File: src/rtl/uart_pkg.sv
// uart_pkg: shared definitions for the UART transmit-side FIFO.
//   - Default data/address widths for the byte buffer.
//   - Encodings of the transmit-load FSM states.
package uart_pkg;

    localparam int DEF_DW = 8;
    localparam int DEF_AW = 4;

    typedef enum logic [1:0] {
        IDLE      = 2'b00,
        LOAD      = 2'b01,
        WAIT_BUSY = 2'b10
    } uart_tx_state_t;

endpackage

File: src/rtl/uart_fifo_mem.sv
// uart_fifo_mem: 2**AW x DW register file backing the transmit FIFO.
// Ports:
//   clk   - system clock, rising edge
//   we    - write enable, stores wdata at waddr on the clock edge
//   waddr - write address
//   wdata - write data
//   raddr - read address
//   rdata - read data, combinational from raddr
// Storage carries no reset; the FIFO pointers decide what is valid.
module uart_fifo_mem #(
    parameter int DW = 8,
    parameter int AW = 4
) (
    input  logic          clk,
    input  logic          we,
    input  logic [AW-1:0] waddr,
    input  logic [DW-1:0] wdata,
    input  logic [AW-1:0] raddr,
    output logic [DW-1:0] rdata
);

    logic [DW-1:0] mem [0:(1<<AW)-1];

    always_ff @(posedge clk) begin
        if (we) begin
            mem[waddr] <= wdata;
        end
    end

    assign rdata = mem[raddr];

endmodule

File: src/rtl/uart_tx_fifo.sv
// uart_tx_fifo: transmit byte buffer between the processor output port and
// the UART transmit engine. Buffers bursts of writes, hands one byte at a
// time to the transmitter, reports status and raises an interrupt on drain.
// Ports:
//   clk       - system clock, rising edge
//   rst       - asynchronous active-low reset
//   wr_en     - one-cycle write strobe
//   wr_data   - byte to buffer
//   tx_rdy    - transmitter idle and able to accept a byte (level)
//   tx_load   - one-cycle load pulse to the transmitter
//   tx_data   - byte for the transmitter, held after tx_load
//   full      - occupancy equals depth
//   empty     - occupancy is zero
//   count     - occupancy, 0..2**AW
//   ovf       - sticky overflow (write while full)
//   clr_ovf   - one-cycle clear of ovf (a same-cycle overflow wins)
//   tx_int    - one-cycle pulse when a pop drains the FIFO
//   fsm_state - current load FSM state, for observation
//
// Transmitter handshake: the transmitter holds tx_rdy high while it can take
// a byte. A byte is popped only from IDLE with tx_rdy high; tx_load pulses
// the following cycle, and the FSM then waits for tx_rdy to drop (byte taken)
// before it may load again, so a lingering tx_rdy never double-loads.
module uart_tx_fifo
    import uart_pkg::*;
#(
    parameter int DW = DEF_DW,
    parameter int AW = DEF_AW
) (
    input  logic          clk,
    input  logic          rst,
    input  logic          wr_en,
    input  logic [DW-1:0] wr_data,
    input  logic          tx_rdy,
    output logic          tx_load,
    output logic [DW-1:0] tx_data,
    output logic          full,
    output logic          empty,
    output logic [AW:0]   count,
    output logic          ovf,
    input  logic          clr_ovf,
    output logic          tx_int,
    output logic [1:0]    fsm_state
);

    localparam int DEPTH = 1 << AW;

    uart_tx_state_t state, state_nxt;

    logic [AW-1:0] wr_ptr, rd_ptr;
    logic [DW-1:0] rd_byte;
    logic [AW:0]   count_nxt;
    logic          wr_accept;
    logic          pop;

    // Flags are registered, so a write into an empty FIFO cannot be popped in
    // the same cycle: there is no bypass path.
    assign wr_accept = wr_en && !full;
    assign pop       = (state == IDLE) && !empty && tx_rdy;

    uart_fifo_mem #(
        .DW (DW),
        .AW (AW)
    ) u_mem (
        .clk   (clk),
        .we    (wr_accept),
        .waddr (wr_ptr),
        .wdata (wr_data),
        .raddr (rd_ptr),
        .rdata (rd_byte)
    );

    always_comb begin
        count_nxt = count;
        if (wr_accept && !pop) begin
            count_nxt = count + 1'b1;
        end else if (!wr_accept && pop) begin
            count_nxt = count - 1'b1;
        end
    end

    always_ff @(posedge clk or negedge rst) begin
        if (!rst) begin
            wr_ptr  <= '0;
            rd_ptr  <= '0;
            count   <= '0;
            full    <= 1'b0;
            empty   <= 1'b1;
            tx_data <= '0;
            ovf     <= 1'b0;
            tx_int  <= 1'b0;
        end else begin
            if (wr_accept) begin
                wr_ptr <= wr_ptr + 1'b1;
            end
            if (pop) begin
                rd_ptr  <= rd_ptr + 1'b1;
                tx_data <= rd_byte;
            end
            count <= count_nxt;
            full  <= (count_nxt == DEPTH[AW:0]);
            empty <= (count_nxt == '0);
            // Overflow set takes priority over a same-cycle clear.
            if (wr_en && full) begin
                ovf <= 1'b1;
            end else if (clr_ovf) begin
                ovf <= 1'b0;
            end
            tx_int <= pop && !wr_accept && (count == (AW+1)'(1));
        end
    end

    // Load FSM
    always_ff @(posedge clk or negedge rst) begin
        if (!rst) begin
            state <= IDLE;
        end else begin
            state <= state_nxt;
        end
    end

    always_comb begin
        state_nxt = state;
        tx_load   = 1'b0;
        case (state)
            IDLE: begin
                if (pop) begin
                    state_nxt = LOAD;
                end
            end
            LOAD: begin
                tx_load   = 1'b1;
                state_nxt = WAIT_BUSY;
            end
            WAIT_BUSY: begin
                if (!tx_rdy) begin
                    state_nxt = IDLE;
                end
            end
            default: begin
                state_nxt = IDLE;
            end
        endcase
    end

    assign fsm_state = state;

endmodule

File: config.mk
export PLATFORM = sky130hd
export DESIGN_NAME = uart_tx_fifo
export DESIGN_NICKNAME = d
export VERILOG_FILES = /design/src/rtl/uart_pkg.sv /design/src/rtl/uart_fifo_mem.sv /design/src/rtl/uart_tx_fifo.sv
export SDC_FILE = /design/constraint.sdc
export NUM_CORES = 1
export LEC_CHECK = 0
export ABC_AREA = 1
export CORE_ASPECT_RATIO = 2
export CORE_UTILIZATION = 40
export DETAILED_ROUTE_END_ITERATION = 10
export SLEW_MARGIN = 15
export SYNTH_ARGS = -nofsm -noshare
export SYNTH_HDL_FRONTEND = slang
export SYNTH_SLANG_ARGS = --single-unit
File: constraint.sdc
create_clock -name clk -period 1.9 [get_ports clk]
set_input_delay 0.57 -clock clk [delete_from_list [all_inputs] [get_ports clk]]
set_output_delay 0.57 -clock clk [all_outputs]
set_load 0.01 [all_outputs]
==> metrics <==
status complete, no violations; Final setup viols 0; Max Clk Rate 542 MHz; Worst-Margin Slew ~0.57 ns; most frequent cells in the layout 188 x nand2_1, 128 x edfxtp_1, 105 x nand3_1; Layout Nets between 600 and 700; I/O pins 33; CTS Hold Bufs 0; CP startpoint tx_int$_DFF_PN0_; CTS Buf Count 17; r2r endpoint tx_data[4]$_DFFE_PN0P_; peak per-stage delay on the critical path 0.53 ns; Mapped Avg Cell Area approximately 11 sq um; buffer depth of the longest clock path 2; clk_lat worst skew approximately 0.42 ns; DP HPWL 10900 um; worst path arrival time 1.27 ns; drt first-iter violations ~330; initial antenna violation count 0; CTS tree done; vias per inst slightly above 5; Die Span X around 90 um; Yosys cell types 27; final WL 15800 um; power density cells between 1500 and 2000 nW/um^2; Starting Density 41.0%; Comb pwr share 36.4%; Die Y 182 um; Final period util a little over nine tenths; Max-Slew Margin vs Limit around 62%; Final Cell Area between 7000 and 8000 sq um; crit path capture type output pin; number of global-route vias before repair approximately 4600; WS Path Type reg -> out; final hold viol count 0; Mapped Cells approximately 580; die area around 17000 sq um; H-tree Lvls 4; post-synthesis sequential area ratio between 60% and 70%; Final min period approximately 1.8 ns; GRT Util Overall a little over 20%; fill count around 1400; synthesis warning total 0; cell family with the largest share of critical-path delay buffers and inverters; Switching Fraction 36.1%; routed via count around 4400; R2R depth 6; Max Slew Vio Count 0; Buf/Inv on CP 1; DRC viols 0; drt wl/cell approximately 18 um; reg-to-reg slack, setup between 0.15 and 0.2 ns; core area roughly 16000 sq um; placed cell area ~7400 sq um; first-pass GRT wire length 24600 um; internal cell power between 7 and 8 mW; Pre-antenna DRT Iters 5; setup_tns 0 ns; static leakage approximately 3.2 nW; Clk pin slew, worst setup/hold paths roughly 0.06 ns; Hold Path Class reg -> reg; clock skew 0.00766 ns; hold_sp ovf$_DFFE_PN0P_; Clock Sinks around 160; Worst EP required between 1 and 1.5 ns; sequential group share of total power 36.8%; largest net degree at the start of global routing 35; # diodes 0; crit-path cells clkdlybuf4s50_1; crit path launch type flip-flop; most common cell after layout, fill and taps aside nand2_1; Root Buffer clkbuf_16; Syn Nets 603; Reg-to-Reg Start rd_ptr[1]$_DFFE_PN0P_; Synth Register Bits roughly 160; dpl cells 831; layout overhead on the synthesized area 23.1%; RSZ-0062 raised after global routing false; hold endpoint ovf$_DFFE_PN0P_; hold path depth 2; I/O Buffers 32; fraction of layout cells with a size suffix above 1 ~14%; Row Count 65; # Max-Cap Violations 0; synthesized area 6500 sq um; Net Switching about 4.4 mW; Final Non-Filler Cells 869; Overflow after GRT 0; post-route ant nets 0; Placer Congestion 0.828; slowest CP cell clkdlybuf4s50_1; clock share of power 26.8%; Peak VDD IR about 0.00070 V; Max FO, Critical Path 1
-- logic make-up (layout without fill, tap and decap cells) --
logic type      after synthesis  after routing  synth area share [%]
simple gates                337            337                  22.2
compound gates               24             24                  1.93
fa+ha+maj                     8              8                  1.54
xor+xnor                      8              8                  1.08
buf+inv                      50            136                  3.68
flops                       155            155                  69.6
-- state kept, by name, indices dropped and copies added, names as in the netlist --
name and cells:
count 5, empty 1, fsm_state 2, full 1, ovf 1, rd_ptr 4
tx_data 8, tx_int 1, u_mem.mem 128, wr_ptr 4
-- cell usage after synthesis --
| library cell | instances | area (sq um) |
|---|---|---|
| nand2_1 | 188 | 706 |
| edfxtp_1 | 128 | 3840 |
| nand3_1 | 105 | 526 |
| nor2_1 | 33 | 124 |
| dfrtp_1 | 26 | 651 |
| inv_1 | 19 | 71.3 |
| a21oi_1 | 17 | 85.1 |
| buf_2 | 11 | 55.1 |
| buf_4 | 8 | 60.1 |
| ha_1 | 8 | 100 |
| xor2_1 | 7 | 61.3 |
| clkbuf_1 | 5 | 18.8 |
| o21ai_0 | 5 | 25.0 |
| nand2_2 | 4 | 25.0 |
| buf_1 | 2 | 7.51 |
| clkinv_1 | 2 | 7.51 |
| inv_2 | 2 | 7.51 |
| nand4_1 | 2 | 12.5 |
| nor2_4 | 2 | 22.5 |
| a21boi_0 | 1 | 7.51 |
| buf_6 | 1 | 11.3 |
| dfstp_2 | 1 | 26.3 |
| nand2_4 | 1 | 11.3 |
| nand3_2 | 1 | 10.0 |
| nor2_2 | 1 | 6.26 |
| o21bai_1 | 1 | 7.51 |
| xnor2_1 | 1 | 8.76 |
-- stage by stage --
| step | util, % | power, mW | hold WS, ns | worst slack (ns) |
|---|---|---|---|---|
| floorplan | - | 7.28 | 0.274 | 0.213 |
| global placement | 46.4 | 8.89 | 0.522 | -0.292 |
| detailed placement | 46.4 | 8.98 | 0.527 | -0.295 |
| CTS | 50.3 | 12.3 | 0.539 | 0.000249 |
| global route | 50.4 | 12.9 | 0.554 | 0.0142 |
| finish | 50.4 | 12.2 | 0.523 | 0.0552 |
-- final cells by class --
class,instances,area (sq um),share of cell area [%]
clock buffers,23,500,6.26
repair buffers,81,812,10.2
inverters,23,86.3,1.08
flip-flops and latches,155,4530,56.6
multi-input cells,377,1740,21.7
clock inverters,9,81.3,1.02
well taps,201,251,3.15
-- worst max-delay path by stage --
stage                                            end  slack, ns  cells after the start
after floorplan           u_mem.mem[11][0]$_DFFE_PP_       0.21                      4
after global placement     u_mem.mem[7][6]$_DFFE_PP_      -0.29                      6
after detailed placement   u_mem.mem[7][5]$_DFFE_PP_      -0.29                      6
after CTS                                 tx_data[0]     0.0002                      1
after global routing                          tx_int       0.01                      1
final                                         tx_int       0.06                      1
-- per-layer routing --
metal / routed length (um) / vias up / part of all wire, % / track usage, %
li1: - / 2128 / - / -
met1: 5610 / 2159 / 35 / 20.4
met2: 8960 / 119 / 57 / 37.9
met3: 455 / 40 / 2.9 / 2.88
met4: 787 / 0 / 5.0 / 12.9
met5: 0 / - / 0 / 0
-- power by group through the flow --
stage          Sequential [mW]  Clock (mW)  Combinational [mW]
2_1_floorplan             4.60           0                2.68
3_3_place_gp              4.60           0                4.29
3_5_place_dp              4.62           0                4.36
4_1_cts                   4.50        3.33                4.44
5_1_grt                   4.56        3.46                4.90
6_report                  4.50        3.28                4.45
-- tightest hold or removal path, cell delays in order, from the launching register on --
cell and delay (ns):
dfrtp_1 0.37, inv_1 0.05, o21ai_0 0.06
-- timing repair --
item / CTS / global route
resized for setup: 16 / 6
endpoints found under the setup margin: 15 / 6
setup buffers: 6 / 0
(Power assumes the default switching activity.)
